==> src/rtl/mips_pkg.sv <==
// Shared MIPS definitions: mul/div op codes, mul/div FSM states and the
// R-type funct codes the decoder maps onto them.
package mips_pkg;

  typedef enum logic [2:0] {
    MULT  = 3'd0,
    MULTU = 3'd1,
    DIV   = 3'd2,
    DIVU  = 3'd3,
    MTHI  = 3'd4,
    MTLO  = 3'd5
  } muldiv_op_t;

  typedef enum logic [1:0] {
    ST_IDLE  = 2'd0,
    ST_MUL   = 2'd1,
    ST_DIV   = 2'd2,
    ST_FIXUP = 2'd3
  } muldiv_state_t;

  localparam logic [5:0] FUNCT_MULT  = 6'd24;
  localparam logic [5:0] FUNCT_MULTU = 6'd25;
  localparam logic [5:0] FUNCT_DIV   = 6'd26;
  localparam logic [5:0] FUNCT_DIVU  = 6'd27;
  localparam logic [5:0] FUNCT_MTHI  = 6'd17;
  localparam logic [5:0] FUNCT_MTLO  = 6'd19;

endpackage

==> src/rtl/mips_div_step.sv <==
// One restoring-division iteration: shift the next dividend bit into the
// partial remainder, trial-subtract the divisor, emit one quotient bit.
module mips_div_step #(
  parameter int unsigned WIDTH = 32
) (
  input  logic [WIDTH-1:0] rem_i,
  input  logic [WIDTH-1:0] quo_i,
  input  logic [WIDTH-1:0] divisor_i,
  output logic [WIDTH-1:0] rem_o,
  output logic [WIDTH-1:0] quo_o
);

  logic [WIDTH:0] shifted;
  logic [WIDTH:0] diff;
  logic           fits;

  assign shifted = {rem_i, quo_i[WIDTH-1]};
  assign diff    = shifted - {1'b0, divisor_i};
  // shifted < 2*divisor, so a non-negative difference always clears the top bit
  assign fits    = ~diff[WIDTH];
  assign rem_o   = fits ? diff[WIDTH-1:0] : shifted[WIDTH-1:0];
  assign quo_o   = {quo_i[WIDTH-2:0], fits};

endmodule

==> src/rtl/mips_muldiv_unit.sv <==
// Iterative multiply/divide unit owning HI/LO. Define MULDIV_FAST_MULT_EN
// to replace the shift-add multiplier with a single-cycle product in FIXUP.
module mips_muldiv_unit
  import mips_pkg::*;
#(
  parameter  int unsigned WIDTH = 32,
  localparam int unsigned CNT_W = $clog2(WIDTH + 1)
) (
  input  logic             clk,
  input  logic             reset,
  input  logic             start,
  input  muldiv_op_t       op,
  input  logic [WIDTH-1:0] a,
  input  logic [WIDTH-1:0] b,
  output logic             busy,
  output logic             done,
  output logic [WIDTH-1:0] hi,
  output logic [WIDTH-1:0] lo
);

  muldiv_state_t      state_q, state_d;
  logic [CNT_W-1:0]   cnt_q, cnt_d;
  logic [2*WIDTH-1:0] acc_q, acc_d;
  logic [WIDTH-1:0]   dvsr_q, dvsr_d;
  logic [WIDTH-1:0]   a_q, a_d;
  logic               psign_q, psign_d;
  logic               rsign_q, rsign_d;
  logic               is_div_q, is_div_d;
  logic               divz_q, divz_d;
  logic [WIDTH-1:0]   hi_q, hi_d;
  logic [WIDTH-1:0]   lo_q, lo_d;
  logic               done_q, done_d;

  logic             signed_op, is_div_op, a_neg, b_neg;
  logic [WIDTH:0]   a_ext, b_ext, a_mag, b_mag;
  logic             mag_unused;
  logic [WIDTH:0]   mul_sum;
  logic [2*WIDTH-1:0] mul_next, div_next, prod_mag;
  logic [WIDTH-1:0] rem_mag, quo_mag, div_rem, div_quo;

  assign signed_op = (op == MULT) || (op == DIV);
  assign is_div_op = (op == DIV) || (op == DIVU);
  assign a_neg     = signed_op & a[WIDTH-1];
  assign b_neg     = signed_op & b[WIDTH-1];
  assign a_ext     = {a_neg, a};
  assign b_ext     = {b_neg, b};
  assign a_mag     = a_neg ? -a_ext : a_ext;
  assign b_mag     = b_neg ? -b_ext : b_ext;
  assign mag_unused = a_mag[WIDTH] ^ b_mag[WIDTH];

  // Shift-add: multiplier sits in the low half and is consumed LSB first
  assign mul_sum  = {1'b0, acc_q[2*WIDTH-1:WIDTH]} + {1'b0, dvsr_q};
  assign mul_next = acc_q[0] ? {mul_sum, acc_q[WIDTH-1:1]}
                             : {1'b0, acc_q[2*WIDTH-1:1]};

  assign rem_mag = acc_q[2*WIDTH-1:WIDTH];
  assign quo_mag = acc_q[WIDTH-1:0];

  mips_div_step #(.WIDTH(WIDTH)) u_div_step (
    .rem_i     (rem_mag),
    .quo_i     (quo_mag),
    .divisor_i (dvsr_q),
    .rem_o     (div_rem),
    .quo_o     (div_quo)
  );
  assign div_next = {div_rem, div_quo};

`ifdef MULDIV_FAST_MULT_EN
  localparam muldiv_state_t MUL_ENTRY = ST_FIXUP;
  assign prod_mag = {{WIDTH{1'b0}}, dvsr_q} * {{WIDTH{1'b0}}, acc_q[WIDTH-1:0]};
`else
  localparam muldiv_state_t MUL_ENTRY = ST_MUL;
  assign prod_mag = acc_q;
`endif

  always_comb begin
    state_d  = state_q;
    cnt_d    = cnt_q;
    acc_d    = acc_q;
    dvsr_d   = dvsr_q;
    a_d      = a_q;
    psign_d  = psign_q;
    rsign_d  = rsign_q;
    is_div_d = is_div_q;
    divz_d   = divz_q;
    hi_d     = hi_q;
    lo_d     = lo_q;
    done_d   = 1'b0;
    case (state_q)
      ST_IDLE: begin
        if (start) begin
          case (op)
            MTHI: hi_d = a;
            MTLO: lo_d = a;
            MULT, MULTU, DIV, DIVU: begin
              acc_d    = {{WIDTH{1'b0}}, is_div_op ? a_mag[WIDTH-1:0] : b_mag[WIDTH-1:0]};
              dvsr_d   = is_div_op ? b_mag[WIDTH-1:0] : a_mag[WIDTH-1:0];
              a_d      = a;
              psign_d  = a_neg ^ b_neg;
              rsign_d  = a_neg;
              is_div_d = is_div_op;
              divz_d   = is_div_op && (b == '0);
              cnt_d    = CNT_W'(WIDTH);
              state_d  = is_div_op ? ST_DIV : MUL_ENTRY;
            end
            default: ;
          endcase
        end
      end
      ST_MUL: begin
        acc_d = mul_next;
        cnt_d = cnt_q - 1'b1;
        if (cnt_q == CNT_W'(1)) state_d = ST_FIXUP;
      end
      ST_DIV: begin
        acc_d = div_next;
        cnt_d = cnt_q - 1'b1;
        if (cnt_q == CNT_W'(1)) state_d = ST_FIXUP;
      end
      ST_FIXUP: begin
        if (is_div_q) begin
          if (divz_q) begin
            lo_d = '1;
            hi_d = a_q;
          end else begin
            lo_d = psign_q ? -quo_mag : quo_mag;
            hi_d = rsign_q ? -rem_mag : rem_mag;
          end
        end else begin
          {hi_d, lo_d} = psign_q ? -prod_mag : prod_mag;
        end
        done_d  = 1'b1;
        state_d = ST_IDLE;
      end
      default: state_d = ST_IDLE;
    endcase
  end

  always_ff @(posedge clk) begin
    if (reset) begin
      state_q  <= ST_IDLE;
      cnt_q    <= '0;
      acc_q    <= '0;
      dvsr_q   <= '0;
      a_q      <= '0;
      psign_q  <= 1'b0;
      rsign_q  <= 1'b0;
      is_div_q <= 1'b0;
      divz_q   <= 1'b0;
      hi_q     <= '0;
      lo_q     <= '0;
      done_q   <= 1'b0;
    end else begin
      state_q  <= state_d;
      cnt_q    <= cnt_d;
      acc_q    <= acc_d;
      dvsr_q   <= dvsr_d;
      a_q      <= a_d;
      psign_q  <= psign_d;
      rsign_q  <= rsign_d;
      is_div_q <= is_div_d;
      divz_q   <= divz_d;
      hi_q     <= hi_d;
      lo_q     <= lo_d;
      done_q   <= done_d;
    end
  end

  assign busy = (state_q != ST_IDLE);
  assign done = done_q;
  assign hi   = hi_q;
  assign lo   = lo_q;

endmodule

==> config.mk <==
export PLATFORM = sky130hd
export DESIGN_NAME = mips_muldiv_unit
export DESIGN_NICKNAME = d
export VERILOG_FILES = /design/src/rtl/mips_pkg.sv /design/src/rtl/mips_div_step.sv /design/src/rtl/mips_muldiv_unit.sv
export SDC_FILE = /design/constraint.sdc
export NUM_CORES = 1
export LEC_CHECK = 0
export BUFFER_PORTS_ARGS = -buffer_cell sky130_fd_sc_hd__clkbuf_2
export CAP_MARGIN = 0
export CORE_MARGIN = 5
export CORE_UTILIZATION = 39
export DETAILED_ROUTE_END_ITERATION = 6
export PLACE_DENSITY = 0.59
export REMOVE_ABC_BUFFERS = 1
export SYNTH_ARGS = -nofsm -noshare
export SYNTH_HDL_FRONTEND = slang
export SYNTH_SLANG_ARGS = --single-unit
==> constraint.sdc <==
create_clock -name clk -period 3.3 [get_ports clk]
set_clock_uncertainty 0.1 [all_clocks]
set_input_delay 0.66 -clock clk [delete_from_list [all_inputs] [get_ports clk]]
set_output_delay 0.66 -clock clk [all_outputs]
set_load 0.02 [all_outputs]
==> impl_metrics.tcl, run 1 <==
set metrics [dict create \
    synth_edf_count 0 \
    relSlewSlack 0.361 \
    layout.nets 2686 \
    start_kind "flop" \
    clock_latency_ns 0.55 \
    holdPathStages 3 \
    power.leakage_nw 8.20 \
    p_switching_mw 5.71 \
    wl_per_cell_um 22.5 \
    htreeDepth 1 \
    worstPathRequired_ns 3.63 \
    cp-end-kind "flop" \
    gr-total-overflow 0 \
    setup_tns_ns 0 \
    pre_cts_ws_ns -0.0780 \
    synth-seq-cells 205 \
    place_hpwl_um 53900 \
    critPathMaxStageDelay_ns 0.45 \
    area_delta_synth_final_pct 20.3 \
    drtAntennaViolNets 0 \
    p_int_mw 7.26 \
    rsz0062_at_grt "true" \
    antenna_found_initial 0 \
    clockBufferDepth 3 \
    avgSynthCellArea_um2 7.34 \
    path_cells "ha_1, nand2_1, nor3_2, nand4_1, a21oi_2, o31ai_1, buf_4, nor4_1, mux2i_1, o21ai_0, a31oi_1" \
    drt_wl_total_um 70700 \
    finalWorstSetupSlack_ns 0.0602 \
    maxSlewViolCount 0 \
    r2r-start "dvsr_q[12]" \
    design.die.area_mm2 0.0482 \
    irDropWorstVdd_v 0.000450 \
    min_to "a_q[30]" \
    post_dp_cell_area_mm2 0.0196 \
    crit_fanout 6 \
    final_common_cell "nand2_1" \
    crit_buf_inv 1 \
    timing.fmax_ghz 0.309 \
    min_from "a[30]" \
    ys_seq_area_frac 0.239 \
    finalPower_mw 13.0 \
    grt_max_degree 88 \
    ys_types 85 \
    cts_buffers 25 \
    drc 0 \
    power_density_mw_per_mm2 629 \
    viasPerCell 6.09 \
    via_count 19100 \
    p_comb_frac 0.519 \
    worst_path_max_delay_cell "ha_1" \
    critPathTopFamily "simple AND/OR/NAND/NOR gates" \
    grt_pass1_wl_um 108000 \
    critical_path_class "reg2reg" \
    cts_root_buffer "clkbuf_16" \
    timing.rr.end "acc_q[62]" \
    holdWs_ns 0.272 \
    portBuffers 135 \
    swShare 0.440 \
    seqPwrFrac 0.253 \
    cp.depth 11 \
    io_pins 136 \
    chipWidth_um 220 \
    clkPwrFrac 0.228 \
    drive_above_1_share 0.189 \
    r2r_setup_slack_ns 0.06 \
    status "finished clean" \
    fin_cells 3140 \
    cts.sinks 205 \
    fin_crit_ns 3.24 \
    final_area_mm2 0.0206 \
    coreArea_mm2 0.0433 \
    layout_common_cells "nand2_1, buf_4, a21oi_1" \
    hold_violations 0 \
    start_util 0.396 \
    first_global_vias 18300 \
    cts_tree "done" \
    first_pass_iters 5 \
    synthFlopType "dfxtp_1" \
    final_util 0.477 \
    netlist_area_mm2 0.0171 \
    ys_warn_count 0 \
    r2r_cells 11 \
    fp-row-count 76 \
    period_share 0.982 \
    gp_congestion 0.992 \
    clk_pin_slew_ns 0.06 \
    drt_iter0_drc 1806 \
    maxCapViolCount 0 \
    die_h_um 220 \
    syn_inst 2334 \
    hp-class "in2reg" \
    placed_cells 3090 \
    track_usage 0.282 \
    worst_pin_slew_ns 0.954 \
    setup_viol 0 \
    critPathArrivalTime_ns 3.57 \
    ys_async_sr_fraction 0 \
]
[cell families after synthesis]
family	synth area share
compound gates	0.315
xor+xnor	0.0981
fa+ha+maj	0.0571
buf+inv	0.0606
flops	0.239
mux	0.0272
simple gates	0.203
[layout make-up]
class | instances | area, um^2
Inverter | 72 | 270
Tap cell | 585 | 732
Clock inverter | 4 | 95.1
Sequential cell | 205 | 4120
Clock buffer | 38 | 764
Timing Repair Buffer | 369 | 2510
Fill cell | 4351 | 22600
Antenna cell | 1 | 2.50
Multi-Input combinational cell | 1866 | 12100
[flip-flops by register name (all words and copies together) (netlist names)]
name,flops
a_q,32
hi,32
acc_q,64
cnt_q,6
lo,32
is_div_q,1
divz_q,1
state_q,2
dvsr_q,32
rsign_q,1
psign_q,1
done,1
[cells in the mapped netlist (all sizes together), types with 7 or more instances]
library cell	count	share of area
nand2b	18	0.0070
nand3	48	0.014
a221o	10	0.0058
mux2i	33	0.019
a22o	19	0.0097
nand4	19	0.0069
xnor2	124	0.063
nand3b	9	0.0039
nor2	197	0.043
o21a	16	0.0070
nor4	18	0.0078
and3	14	0.0051
or3	21	0.0080
o22ai	14	0.0051
o21ai	145	0.043
a21o	39	0.017
or2	10	0.0036
ha	75	0.055
o211ai	37	0.016
o31ai	34	0.015
a211oi	49	0.021
xor2	68	0.035
o41ai	17	0.011
a31oi	14	0.0051
a22oi	19	0.0083
buf	29	0.0093
mux2	12	0.0079
a21boi	13	0.0057
or4	18	0.0088
a221oi	38	0.019
a211o	7	0.0036
a21oi	226	0.066
nor3	62	0.019
a311oi	15	0.0077
o21bai	8	0.0035
and2	10	0.0036
clkbuf	162	0.035
dfxtp	205	0.24
nand2	277	0.061
nor2b	13	0.0047
o221ai	40	0.020
inv	72	0.016
[worst max path at each step]
stage | slack, ns | start | endpoint
finish | 0.06 | dvsr_q[12] | acc_q[62]
global route | -0.02 | dvsr_q[17] | acc_q[41]
CTS | 0.02 | dvsr_q[13] | acc_q[62]
detailed placement | -0.08 | b[9] | acc_q[26]
global placement | -0.07 | b[9] | acc_q[31]
floorplan | -0.95 | state_q[0] | acc_q[35]
[worst reg2reg max path: cells and delay by family (launching register included)]
kind	cells	cell delay [ns]
compound gates	4	0.82
fa+ha+maj	1	0.45
buf+inv	1	0.16
flops	1	0.41
mux	1	0.12
simple gates	4	1.06
[power by group through the flow]
stage	registers (mW)	clock network, mW	logic, mW
after CTS	3.26	2.98	6.53
after global routing	3.33	3.10	7.23
after detailed placement	3.31	0	6.48
final	3.28	2.95	6.74
after floorplan	3.36	0	3.68
after global placement	3.31	0	6.44
[layer usage]
metal / track usage / up-vias / part of all wire
met5: 0 / - / 0
met4: 0.0994 / 0 / 0.042
met3: 0.0493 / 162 / 0.087
met2: 0.444 / 914 / 0.43
met1: 0.391 / 9068 / 0.44
li1: - / 8973 / -
[what timing repair did]
action | 4_1_cts | 5_1_grt
resized for setup | 2 | 34
gates cloned | 0 | 1
hold endpoints to repair | 0 | 0
hold buffers | 0 | 0
buffers inserted | 0 | 6
pin swaps | 0 | 6
setup endpoints to repair | 2 | 40
(Power assumes the default switching activity.)
==> run 2: changes to the inputs <==
CORE_UTILIZATION = 30   (was 39)
PLACE_DENSITY = 0.45   (was 0.59)
==> run 2 against run 1 <==
  * Clock-buffer cell count down 5
  * Clock power up 13%
  * Global-route usage down 5.0 points
  * Combinational power up 3%
  * Utilization down 10 points
  * Sequential cell count unchanged
  * Largest power group unchanged
  * Largest cell class unchanged
  * Wire length up 7.9%
  * Critical path depth down 2
  * Fmax up 1.3%
  * Critical path type unchanged
  * Worst hold slack worse by 0.014 ns
  * Via count down 0.87%
  * Highest routed layer unchanged
==> impl_metrics.tcl, run 2 (synthesized netlist as in run 1, its figures left out) <==
set metrics [dict create \
    status "finished clean" \
    power_density_mw_per_mm2 635 \
    io_pins 136 \
    drt_iter0_drc 1594 \
    cts.sinks 205 \
    track_usage 0.232 \
    area_delta_synth_final_pct 24.2 \
    r2r_setup_slack_ns 0.10 \
    worstPathRequired_ns 3.67 \
    grt_pass1_wl_um 115000 \
    p_switching_mw 5.92 \
    cts_tree "done" \
    cts_buffers 26 \
    hold_violations 0 \
    rsz0062_at_grt "false" \
    clkPwrFrac 0.246 \
    cp-end-kind "flop" \
    viasPerCell 5.68 \
    finalWorstSetupSlack_ns 0.103 \
    crit_buf_inv 1 \
    portBuffers 135 \
    grt_max_degree 74 \
    ctsHoldBuffers 0 \
    place_hpwl_um 59000 \
    worst_path_max_delay_cell "or4_4" \
    regMostFlops "acc_q" \
    cts_root_buffer "clkbuf_16" \
    setup_viol 0 \
    first_global_vias 18400 \
    seqPwrFrac 0.241 \
    maxSlewViolCount 0 \
    start_kind "flop" \
    worst_pin_slew_ns 0.928 \
    hp-class "in2reg" \
    holdWs_ns 0.258 \
    finalPower_mw 13.5 \
    power.leakage_nw 8.37 \
    design.die.area_mm2 0.0620 \
    critical_path_class "reg2reg" \
    drt_wl_total_um 76300 \
    clk_pin_slew_ns 0.06 \
    final_util 0.377 \
    final_common_cell "nand2_1" \
    critPathTopFamily "simple AND/OR/NAND/NOR gates" \
    timing.fmax_ghz 0.313 \
    critPathMaxStageDelay_ns 0.58 \
    layout_common_cells "nand2_1, buf_4, a21oi_1" \
    swShare 0.438 \
    p_int_mw 7.59 \
    fin_crit_ns 3.20 \
    layout.nets 2704 \
    die_h_um 249 \
    largest_register_ff_count 64 \
    clockBufferDepth 3 \
    wl_per_cell_um 22.9 \
    first_pass_iters 7 \
    drive_above_1_share 0.206 \
    clock_latency_ns 0.56 \
    gr-total-overflow 0 \
    gp_congestion 0.936 \
    crit_fanout 14 \
    fin_cells 3334 \
    drc 0 \
    p_comb_frac 0.513 \
    start_util 0.303 \
    path_cells "or4_4, nor4_4, or4b_4, or2_4, buf_12, o41ai_2, xnor2_1, o211ai_1, a311oi_1" \
    drtAntennaViolNets 0 \
    via_count 19000 \
    placed_cells 3281 \
    pre_cts_ws_ns -0.297 \
    fp-row-count 87 \
    chipWidth_um 249 \
    htreeDepth 1 \
    irDropWorstVdd_v 0.000597 \
    critPathArrivalTime_ns 3.56 \
    period_share 0.969 \
    antenna_found_initial 0 \
    coreArea_mm2 0.0565 \
    relSlewSlack 0.380 \
    maxCapViolCount 0 \
]
run 2: cell count changes in the layout (fill, tap and decap cells not counted), sizes merged:
cell      before  now
clkbuf       172  167
buf          235  252
clkinv         1    5
diode          1    3
inv           72   71
bufinv         3    7
clkinvlp       0    2
run 2: layout make-up:
cell class	instances	area [um^2]
multi-input combinational	1866	12300
tap	756	946
clock buffer	33	728
antenna	3	7.51
fill	5945	35200
sequential	205	4120
inverter	72	274
timing repair buffer	386	2690
clock inverter	13	246
run 2: path summary, 6_finish.rpt:
path                  start  cells past startpoint      end
setup / recovery  acc_q[22]                      9    hi[9]
hold / removal        a[30]                      3  a_q[30]
setup reg to reg  acc_q[22]                      9    hi[9]
hold reg to reg     a_q[24]                      2  a_q[24]
run 2: power groups by stage:
stage | Sequential, mW | Clock, mW | Combinational, mW
after floorplan | 3.36 | 0 | 3.68
after global placement | 3.29 | 0 | 6.73
after detailed placement | 3.29 | 0 | 6.72
after CTS | 3.24 | 3.38 | 6.78
after global routing | 3.29 | 3.49 | 7.46
final | 3.25 | 3.32 | 6.93
run 2: what timing repair did:
action | in CTS | in global routing
gates resized for setup | 7 | 58
pin swaps | 0 | 8
buffers inserted | 0 | 3
endpoints found under the setup margin | 7 | 51
cloned | 0 | 1
run 2: per-layer routing:
layer / vias up / global-route usage / wire (um)
met5: - / 0 / 0
met4: 0 / 0.0542 / 1600
li1: 9013 / - / -
met2: 629 / 0.378 / 34600
met3: 90 / 0.0277 / 4310
met1: 9218 / 0.330 / 35800
run 2: per-stage QoR:
| step | area, um^2 | TNS (ns) |
|---|---|---|
| 2_1_floorplan | 16400 | -46.96 |
| 3_3_place_gp | 20000 | -1.22 |
| 3_5_place_dp | 20000 | -2.03 |
| 4_1_cts | 21000 | 0 |
| 5_1_grt | 21300 | 0 |
| 6_report | 21300 | 0 |
run 2: worst reg2reg max path: cells and delay by family (launching register included):
family,cells,cell delay (ns)
compound gates,3,0.72
xor+xnor,1,0.17
buf+inv,1,0.16
flops,1,0.31
simple gates,4,1.64
